`src/rtl/jxli_fp8_mul.sv`:
```
// rtl/jxli_fp8_mul.sv - serial-load FP8 (1/4/3, bias 7) multiplier with nibble-wide operand bus
module jxli_fp8_mul (
    input  logic [7:0] io_in,
    output logic [7:0] io_out
);
    typedef enum logic [2:0] {
        LOAD_A_HI,
        LOAD_A_LO,
        LOAD_B_HI,
        LOAD_B_LO,
        COMPUTE,
        DONE
    } state_t;

    logic       clock;
    logic       reset;
    logic       enable;
    logic [3:0] data;
    logic       unused_io7;

    assign clock      = io_in[0];
    assign reset      = io_in[1];
    assign enable     = io_in[2];
    assign data       = io_in[6:3];
    assign unused_io7 = io_in[7];

    state_t     state;
    state_t     state_next;
    logic [7:0] a;
    logic [7:0] b;
    logic       rs;
    logic [3:0] ce;
    logic [2:0] cm;

    logic              a_nan, a_inf, a_zero;
    logic              b_nan, b_inf, b_zero;
    logic [7:0]        p;
    logic signed [6:0] e_sum;
    logic              r_s;
    logic [3:0]        r_e;
    logic [2:0]        r_m;

    assign a_nan  = (a[6:3] == 4'hf) && (a[2:0] != 3'd0);
    assign a_inf  = (a[6:3] == 4'hf) && (a[2:0] == 3'd0);
    assign a_zero = (a[6:3] == 4'h0);
    assign b_nan  = (b[6:3] == 4'hf) && (b[2:0] != 3'd0);
    assign b_inf  = (b[6:3] == 4'hf) && (b[2:0] == 3'd0);
    assign b_zero = (b[6:3] == 4'h0);

    assign p     = {4'b0001, a[2:0]} * {4'b0001, b[2:0]};
    // Normalisation bump (p[7]) is folded into the biased exponent sum.
    assign e_sum = $signed({3'b000, a[6:3]}) + $signed({3'b000, b[6:3]})
                 - 7'sd7 + $signed({6'b000000, p[7]});
    assign r_s   = a[7] ^ b[7];

    always_comb begin
        r_e = 4'h0;
        r_m = 3'd0;
        if (a_nan || b_nan || ((a_inf || b_inf) && (a_zero || b_zero))) begin
            r_e = 4'hf;
            r_m = 3'd7;
        end else if (a_inf || b_inf) begin
            r_e = 4'hf;
        end else if (a_zero || b_zero) begin
            r_e = 4'h0;
        end else if (e_sum >= 7'sd15) begin
            r_e = 4'hf;
        end else if (e_sum > 7'sd0) begin
            r_e = e_sum[3:0];
            r_m = p[7] ? p[6:4] : p[5:3];
        end
    end

    always_comb begin
        state_next = state;
        case (state)
            LOAD_A_HI: if (enable) state_next = LOAD_A_LO;
            LOAD_A_LO: if (enable) state_next = LOAD_B_HI;
            LOAD_B_HI: if (enable) state_next = LOAD_B_LO;
            LOAD_B_LO: if (enable) state_next = COMPUTE;
            COMPUTE:   state_next = DONE;
            DONE:      state_next = DONE;
            default:   state_next = LOAD_A_HI;
        endcase
    end

    always_ff @(posedge clock) begin
        if (reset) begin
            state <= LOAD_A_HI;
            a     <= 8'h00;
            b     <= 8'h00;
            rs    <= 1'b0;
            ce    <= 4'h0;
            cm    <= 3'd0;
        end else begin
            state <= state_next;
            case (state)
                LOAD_A_HI: if (enable) a[7:4] <= data;
                LOAD_A_LO: if (enable) a[3:0] <= data;
                LOAD_B_HI: if (enable) b[7:4] <= data;
                LOAD_B_LO: if (enable) b[3:0] <= data;
                COMPUTE: begin
                    rs <= r_s;
                    ce <= r_e;
                    cm <= r_m;
                end
                default: ;
            endcase
        end
    end

    assign io_out = (state == DONE) ? {rs, ce, cm} : 8'h00;
endmodule

```
`config.mk`:
```
export PLATFORM = sky130hd
export DESIGN_NAME = jxli_fp8_mul
export DESIGN_NICKNAME = d
export VERILOG_FILES = /design/src/rtl/jxli_fp8_mul.sv
export SDC_FILE = /design/constraint.sdc
export NUM_CORES = 1
export LEC_CHECK = 0
export CAP_MARGIN = 20
export CORE_ASPECT_RATIO = 0.7
export CORE_UTILIZATION = 45
export CTS_CLUSTER_SIZE = 12
export DETAILED_ROUTE_END_ITERATION = 16
export SLEW_MARGIN = 10
export SYNTH_ARGS = -nofsm -noshare
export SYNTH_HDL_FRONTEND = slang
export SYNTH_SLANG_ARGS = --single-unit
```
`constraint.sdc`:
```
create_clock -name io_in -period 7.5 [get_ports io_in]
set_clock_uncertainty 0.05 [all_clocks]
set_input_delay 0.75 -clock io_in [delete_from_list [all_inputs] [get_ports io_in]]
set_output_delay 0.75 -clock io_in [all_outputs]
set_load 0.01 [all_outputs]
```
==> flow_metrics.tcl, run 1 <==
set metrics [dict create \
    core.rowCount 20 \
    setup.worst_path.end_class "flip-flop" \
    num_antenna_cells 0 \
    syn_area_per_cell_um2 8.57 \
    yosys.area_share.xor_xnor 0.0457 \
    placed_area_um2 2230 \
    drc 2 \
    worstPathRequired_ps 7640 \
    rsz0062_at_grt "no" \
    drv_slew 0 \
    ant_nets 0 \
    io_buffers 8 \
    ff2ff_path_depth 19 \
    slew-limit-headroom 0.538 \
    worst_slack_ps 2520 \
    cts.clk_slew.worst_paths_ps 110 \
    ys_types 47 \
    critPathKind "clock port to flip-flop" \
    cts_tree "yes" \
    routed_wl_um 5810 \
    syn_area_um2 2110 \
    grt_pass1_vias 2377 \
    rr_startpoint "a[2]" \
    worstMarginPinSlew_ps 691 \
    core-area_um2 4430 \
    hold_class "clock port to flip-flop" \
    grt_usage 0.293 \
    grt_overflow 0 \
    worstReg2RegEnd "cm[2]" \
    hpwl_um 3460 \
    grt_pass1_wl_um 10600 \
    ir_worst_vdd_mv 0.340 \
    cp-startpoint "io_in[2]" \
    viasPerCell 5.54 \
    outcome "finished, violations left" \
    yosysWarnings 0 \
    synth_compound_area_frac 0.150 \
    cts-hold-fix-buffers 0 \
    drt_iter0_markers 193 \
    num_io_pins 16 \
    synth_top_family_by_area "simple AND/OR/NAND/NOR gates" \
    tns_ps 0 \
    drive_gt1_frac 0.203 \
    pre_cts_ws_ps 3000 \
    postCtsSetupRepairBufs 0 \
    ys_seq_elements 27 \
    layout.nets 319 \
    cts_resized 0 \
    ys_seq_area_frac 0.256 \
    clock_latency_ps 290 \
    syn_nets 277 \
    area_growth_pct 34.7 \
    setup_viol_count_final 0 \
    synthMuxAreaShare 0.0932 \
    yosys.area_share.adder 0.158 \
    die_h_um 59.3 \
    arrival_ps 5120 \
    critPathCapture "b[6]" \
    initial_core_util 0.476 \
    syn-instance-count 246 \
    grt_max_degree 18 \
    powerDensity_nw_per_um2 410 \
    vias 1946 \
    placedCellCount 302 \
    violations "DRC" \
    globalplace.congestion 0.874 \
    drtPass1Iterations 11 \
    leakage_nw 1.32 \
    stdcell_area_um2 2840 \
    die_area_um2 4970 \
    fp.dieW_um 83.8 \
    drv_cap 0 \
    r2r_slack_ps 2930 \
    critPathLaunchType "clock port" \
    crit_path_max_fanout 3 \
    antenna_found_initial 0 \
    finalNonFillerCells 351 \
    yosys.area_share.simple 0.234 \
    hold_viol_final 0 \
    wl_per_cell_um 16.6 \
]
-- cell families (layout without fill, tap and decap cells) --
| kind of cell | Yosys count | in the layout |
|---|---|---|
| and+or+nand+nor | 91 | 91 |
| AOI/OAI and AO/OA | 40 | 40 |
| buffers and inverters | 35 | 85 |
| DFF | 27 | 27 |
| adders and majority gates | 23 | 23 |
| muxes | 19 | 19 |
| xor gates and xnor gates | 11 | 11 |
-- registers in the layout, summed over array words and instances, names as in the netlist --
signal,cells
b,8
a,8
state,3
ce,4
cm,3
rs,1
-- worst min-delay path by stage --
stage	start	to	cells after the start
after floorplan	io_in[5]	a[6]	2
after global placement	io_in[1]	ce[2]	1
after detailed placement	io_in[1]	ce[2]	1
after CTS	io_in[1]	state[2]	3
after global routing	io_in[1]	state[2]	3
final	io_in[4]	b[1]	4
-- per-layer routing --
metal  global-route usage  vias to the layer above  wire length, um
li1                     -                      945                -
met1                0.279                      851             2540
met2                0.290                      111             2240
met3                0.309                       37              674
met4                0.362                        2              328
met5               0.0909                        -               31
-- per-stage QoR --
step / hold slack [ps] / utilization / power (W)
6_report: 34.3 / 0.641 / 0.00116
5_1_grt: 42.8 / 0.641 / 0.00124
4_1_cts: 48.1 / 0.641 / 0.00118
3_5_place_dp: 14.6 / 0.504 / 0.000369
3_3_place_gp: 14.6 / 0.504 / 0.000369
2_1_floorplan: 88.6 / - / 0.000411
-- cell usage in the layout (no fill, tap or decap), types with 6 or more instances in the layout --
cell type and n:
a21oi_1 8, and2_1 14, clkbuf_1 6, clkbuf_8 39
clkdlybuf4s50_1 8, dfxtp_1 27, fa_1 6, ha_1 17
inv_1 28, mux2i_1 17, nand2_1 10, nor2_1 30
nor2b_1 6, xnor2_1 6
-- worst max-delay path, cell delays in order --
cell and delay, ps:
clkbuf_8 110, clkbuf_8 130, nor2b_1 130, clkbuf_8 140, clkbuf_8 130, and3_1 170
clkbuf_8 150, clkbuf_8 140, mux2i_1 180, nor2_1 70
-- Yosys cell counts, drive strengths merged --
cell type,instances,share of area
nand4,6,0.021
or3,3,0.0089
a221o,1,0.0047
nand4b,1,0.0042
a22oi,1,0.0036
a32oi,1,0.0077
o21ai,6,0.016
a21oi,10,0.027
buf,1,0.0018
a21o,5,0.018
nor2,31,0.059
o211ai,2,0.0095
and3,5,0.015
xor2,5,0.021
mux2,2,0.012
nor3b,3,0.015
nor2b,6,0.018
o2bb2ai,2,0.0083
nand2b,1,0.0030
fa,6,0.057
a211o,1,0.0042
xnor2,6,0.025
nor3,3,0.0071
a211oi,8,0.036
nand3,5,0.014
o2111ai,1,0.0042
ha,17,0.10
and2,15,0.046
nand2,10,0.018
nor4,2,0.0059
inv,28,0.050
clkbuf,6,0.011
o221a,2,0.011
dfxtp,27,0.26
mux2i,17,0.081
-- layout make-up --
type | count | area (um^2)
inverter | 28 | 105
tap | 55 | 68.8
timing repair buffer | 8 | 80.1
fill | 356 | 1590
clock buffer | 45 | 559
clock inverter | 4 | 50.0
multi-input combinational | 184 | 1440
sequential | 27 | 541
-- where the power goes --
group	switching (W)	internal, W	total, W	leakage [nW]
combinational	0	0	0.000000000602	0.602
sequential	0	0.000160	0.000160	0.233
clock	0.000385	0.000619	0.00100	0.489
total	0.000385	0.000779	0.00116	1.32
Note: power is estimated with default switching activity, not from simulation.
==> run 2, diff against run 1 <==
==> constraint.sdc (replaced) <==
create_clock -name io_in -period 4.84 [get_ports io_in]
set_clock_uncertainty 0.05 [all_clocks]
set_input_delay 0.484 -clock io_in [delete_from_list [all_inputs] [get_ports io_in]]
set_output_delay 0.484 -clock io_in [all_outputs]
set_load 0.01 [all_outputs]
==> flow_metrics.tcl, run 2 (same netlist as run 1, synthesis figures left out) <==
set metrics [dict create \
    cp_slowest_cell "fa_1" \
    leakage_nw 1.32 \
    crit_path_max_fanout 7 \
    use_met3 0.263 \
    initial_core_util 0.476 \
    vias 1975 \
    worstMarginPinSlew_ps 660 \
    stdcell_area_um2 2840 \
    drive_gt1_frac 0.203 \
    postCtsSetupRepairBufs 0 \
    grt_overflow 0 \
    top_usage_layer "met2" \
    drv_cap 0 \
    hold_viol_final 0 \
    core.rowCount 20 \
    drt_iter0_markers 163 \
    fmax_mhz 217 \
    wl_per_cell_um 16.6 \
    io_buffers 8 \
    grt_use_met2 0.323 \
    power.switching_w 0.000591 \
    arrival_ps 4710 \
    ir_worst_vdd_mv 0.538 \
    worst-path-buf-inv 3 \
    drc 1 \
    grt_pass1_vias 2282 \
    die_area_um2 4970 \
    fillers 369 \
    tns_ps 0 \
    crit_family "adder cells" \
    area_growth_pct 34.7 \
    p_sw_frac 0.329 \
    cts.clk_slew.worst_paths_ps 100 \
    intPower_w 0.00121 \
    setup_viol_count_final 0 \
    placedCellCount 302 \
    finalNonFillerCells 351 \
    viasPerCell 5.63 \
    hold_class "clock port to flip-flop" \
    cts_resized 0 \
    hpwl_um 3470 \
    worst_slack_ps 240 \
    globalplace.congestion 0.874 \
    comb_power_share 0 \
    reg.largest.list "a: 8 flops, b: 8 flops, ce: 4 flops" \
    antenna_found_initial 0 \
    routed_wl_um 5820 \
    grt_use_met1 0.275 \
    critical_path.max_stage_delay_ps 490 \
    setup.worst_path.end_class "flip-flop" \
    grt_usage 0.279 \
    die_h_um 59.3 \
    fin_crit_sh 0.950 \
    pre_cts_ws_ps 333 \
    fp.dieW_um 83.8 \
    final_cell_mix "clkbuf_8, nor2_1, inv_1" \
    num_io_pins 16 \
    worstPathRequired_ps 4950 \
    ant_nets 0 \
    power_w 0.00180 \
    p_seq_frac 0.138 \
    grt_pass1_wl_um 10000 \
    placed_area_um2 2230 \
    grt_max_degree 18 \
    drv_slew 0 \
    rsz0062_at_grt "no" \
    critPathKind "flip-flop to flip-flop" \
    critical_path.most_common_cell "ha_1" \
    p_clk_frac 0.862 \
    num_antenna_cells 0 \
    layout.nets 319 \
    outcome "finished, violations left" \
    critPathLaunchType "flip-flop" \
    mostFrequentLayoutCell "clkbuf_8" \
    core-area_um2 4430 \
    clock_latency_ps 280 \
    drtPass1Iterations 12 \
    cts_tree "yes" \
    violations "DRC" \
    cts-hold-fix-buffers 0 \
    powerDensity_nw_per_um2 633 \
    slew-limit-headroom 0.558 \
    timing.final.crit_period_ps 4600 \
    cp_cell_sequence "ha_1 -> inv_1 -> fa_1 -> inv_1 -> ha_1 -> ha_1 -> nand4_2 -> nor2_4 -> mux2_4 -> nand2_1 -> inv_1 -> ha_1 -> nand2_1 -> nor2_1 -> xor2_1 -> or3_1 -> a221o_1 -> nand4_1 -> a211oi_2" \
]
[run 2: cell count changes in the layout (fill, tap and decap cells not counted), sizes merged]
cell      previous run  this run
clkinv               1         0
clkinvlp             0         1
[run 2: final timing paths]
kind	cells past startpoint	end	slack, ps	start
setup / recovery	19	cm[2]	240	b[2]
hold / removal	3	ce[2]	40	io_in[1]
setup reg to reg	19	cm[2]	240	b[2]
hold reg to reg	2	rs	450	rs
[run 2: final cells by class]
class,instances,area [um^2],share of cell area
multi-input cells,184,1440,0.506
repair buffers,8,80.1,0.0282
clock buffers,45,559,0.197
inverters,28,105,0.0370
flip-flops and latches,27,541,0.190
well taps,55,68.8,0.0242
clock inverters,4,50.0,0.0176
[run 2: per-stage QoR]
step,hold WS (ps),util
final,39.0,0.641
after global routing,30.5,0.641
after CTS,43.5,0.641
after detailed placement,14.6,0.504
after global placement,14.6,0.504
after floorplan,88.6,-
[run 2: worst min-delay path, delay by kind of cell]
kind	cells	cell delay, ps
compound gates	1	40
buf+inv	2	280
[run 2: power by group through the flow]
| stage | combinational (W) | clock, W | sequential (W) |
|---|---|---|---|
| final | 0.000000000602 | 0.00155 | 0.000248 |
| after global routing | 0.000000000602 | 0.00168 | 0.000248 |
| after CTS | 0.000000000602 | 0.00158 | 0.000248 |
| after detailed placement | 0.000000000602 | 0.000316 | 0.000256 |
| after global placement | 0.000000000602 | 0.000316 | 0.000256 |
| after floorplan | 0.000000000578 | 0.000381 | 0.000256 |
[run 2: routing by layer]
| layer | wire, um | vias up |
|---|---|---|
| li1 | - | 936 |
| met2 | 2330 | 114 |
| met4 | 260 | 0 |
| met5 | 0 | - |
| met1 | 2570 | 896 |
| met3 | 667 | 29 |
==> run 3, diff against run 2 <==
--- a/config.mk
+++ b/config.mk
@@ -5,6 +5,7 @@
 export SDC_FILE = /design/constraint.sdc
 export NUM_CORES = 1
 export LEC_CHECK = 0
+export ABC_AREA = 1
 export CAP_MARGIN = 20
 export CORE_ASPECT_RATIO = 0.7
 export CORE_UTILIZATION = 45
==> flow_metrics.tcl, run 3 <==
set metrics [dict create \
    whs_ps -36.6 \
    pre_cts_ws_ps 817 \
    leakage_nw 1.20 \
    yosysWarnings 0 \
    die_area_um2 4900 \
    syn_area_um2 2080 \
    ys_types 30 \
    num_io_pins 16 \
    critical_path.most_common_cell "nand2_1" \
    syn_nets 332 \
    worstMarginPinSlew_ps 584 \
    vias 2303 \
    die_h_um 58.9 \
    crit_path_max_fanout 5 \
    reg.largest.list "a: 8 flops, b: 8 flops, ce: 4 flops" \
    outcome "finished, violations left" \
    ant_nets 0 \
    drive_gt1_frac 0.173 \
    layout.nets 400 \
    core-area_um2 4380 \
    syn-instance-count 301 \
    cts_resized 0 \
    grt_overflow 0 \
    core.rowCount 20 \
    arrival_ps 4190 \
    postCtsSetupRepairBufs 0 \
    cp_slowest_cell "fa_1" \
    antenna_found_initial 1 \
    clock_latency_ps 290 \
    timing.final.crit_period_ps 4080 \
    setup_viol_count_final 0 \
    slew-limit-headroom 0.611 \
    syn_area_per_cell_um2 6.91 \
    grt_pass1_vias 2835 \
    final_cell_mix "inv_1, nand2_1, clkbuf_8" \
    fp.dieW_um 83.3 \
    setup.worst_path.end_class "flip-flop" \
    synth_ff_type "dfxtp_1" \
    worstPathRequired_ps 4950 \
    globalplace.congestion 0.922 \
    grt_usage 0.308 \
    tns_ps 0 \
    violations "hold timing" \
    wl_per_cell_um 15.3 \
    drv_cap 0 \
    drv_slew 0 \
    critPathLaunchType "flip-flop" \
    ir_worst_vdd_mv 0.510 \
    fmax_mhz 245 \
    drt_iter0_markers 181 \
    initial_core_util 0.475 \
    critical_path.max_stage_delay_ps 490 \
    cts-hold-fix-buffers 0 \
    fin_crit_sh 0.843 \
    mostFrequentLayoutCell "inv_1" \
    ys_async_sr_fraction 0 \
    cts.clk_slew.worst_paths_ps 100 \
    area_growth_pct 40.0 \
    viasPerCell 5.34 \
    synth_top_area_frac 0.260 \
    ys_seq_area_frac 0.260 \
    grt_max_degree 17 \
    hpwl_um 3800 \
    synth_edf_count 0 \
    rsz0062_at_grt "no" \
    cp_cell_sequence "ha_1 -> inv_1 -> fa_1 -> fa_1 -> inv_1 -> ha_1 -> nand2_2 -> inv_2 -> a21oi_4 -> nand3_1 -> nand2_4 -> ha_1 -> nand2_1 -> inv_1 -> nand2_1 -> xnor2_1 -> nand3_1 -> nor2_1 -> nand2_1 -> nand3_1 -> nand2_1 -> nand2_1 -> a21oi_1" \
    ys_seq_elements 27 \
    grt_pass1_wl_um 11700 \
    synth.most_common_cell "inv_1" \
    cts_tree "yes" \
    post-synth-top-area-cell "dfxtp_1" \
    hold_class "clock port to flip-flop" \
    drtPass1Iterations 4 \
    powerDensity_nw_per_um2 623 \
    routed_wl_um 6580 \
    synthTopCellsByCount "inv_1, nand2_1, a21oi_1, o21ai_0, dfxtp_1" \
    hold_viol_final 3 \
    drc 0 \
    worst_slack_ps 759 \
    synthTopCellsByArea "dfxtp_1, inv_1, ha_1" \
    critPathKind "flip-flop to flip-flop" \
    io_buffers 8 \
]
[run 3: cell count changes after synthesis, moves of 10 or more]
cell,previous run,this run
o21ai_0,4,29
a21oi_1,8,29
mux2i_1,17,0
inv_1,28,69
nand2_1,10,40
nand3_1,4,14
and2_1,14,0
[run 3: logic make-up (layout without fill, tap and decap cells)]
group / Yosys count / in the layout / synth area share
xor+xnor: 5 / 5 / 0.0211
other cells: 0 / 1 / 0
simple gates: 107 / 107 / 0.250
buf+inv: 72 / 146 / 0.130
compound gates: 67 / 67 / 0.179
fa+ha+maj: 23 / 23 / 0.160
flops: 27 / 27 / 0.260
[run 3: stage by stage]
| stage | power (W) | cell area (um^2) | cells | util | hold WS, ps |
|---|---|---|---|---|---|
| floorplan | 0.000528 | 2080 | 301 | - | 19.1 |
| finish | 0.00181 | 2910 | 431 | 0.665 | -36.6 |
| CTS | 0.00185 | 2910 | 430 | 0.664 | -40.1 |
| global route | 0.00199 | 2910 | 430 | 0.664 | -47.1 |
| global placement | 0.000518 | 2220 | 362 | 0.507 | 19.1 |
| detailed placement | 0.000518 | 2220 | 362 | 0.507 | 19.1 |
[run 3: worst paths after layout]
| path | to | slack (ps) | startpoint | cells past startpoint |
|---|---|---|---|---|
| hold reg to reg | rs | 410 | rs | 2 |
| setup / recovery | ce[3] | 760 | a[2] | 23 |
| setup reg to reg | ce[3] | 760 | a[2] | 23 |
| hold / removal | state[2] | -40 | io_in[1] | 3 |
[run 3: metal layers]
metal  track usage  up-vias  wire, um
li1              -     1109         -
met1         0.278     1012      2760
met2         0.350      131      2670
met3         0.289       51       711
met4         0.394        0       436
met5        0.0707        -         0
[run 3: power by group]
part	switching, W	internal (W)	leakage (nW)
Combinational	0	0	0.439
Clock	0.000657	0.000906	0.526
Sequential	0	0.000248	0.233
[run 3: critical path, delay by kind of cell, from the launching register on]
family / cells / cell delay [ps]
adders and majority gates: 5 / 1660
xor gates and xnor gates: 1 / 220
buffers and inverters: 4 / 290
and+or+nand+nor: 11 / 1080
AOI/OAI and AO/OA: 2 / 220
DFF: 1 / 440
[run 3: layout make-up]
type	count	area (um^2)
antenna	1	2.50
clock buffer	39	517
clock inverter	32	181
fill	357	1470
inverter	67	251
multi-input combinational	202	1270
sequential	27	541
tap	55	68.8
timing repair buffer	8	80.1
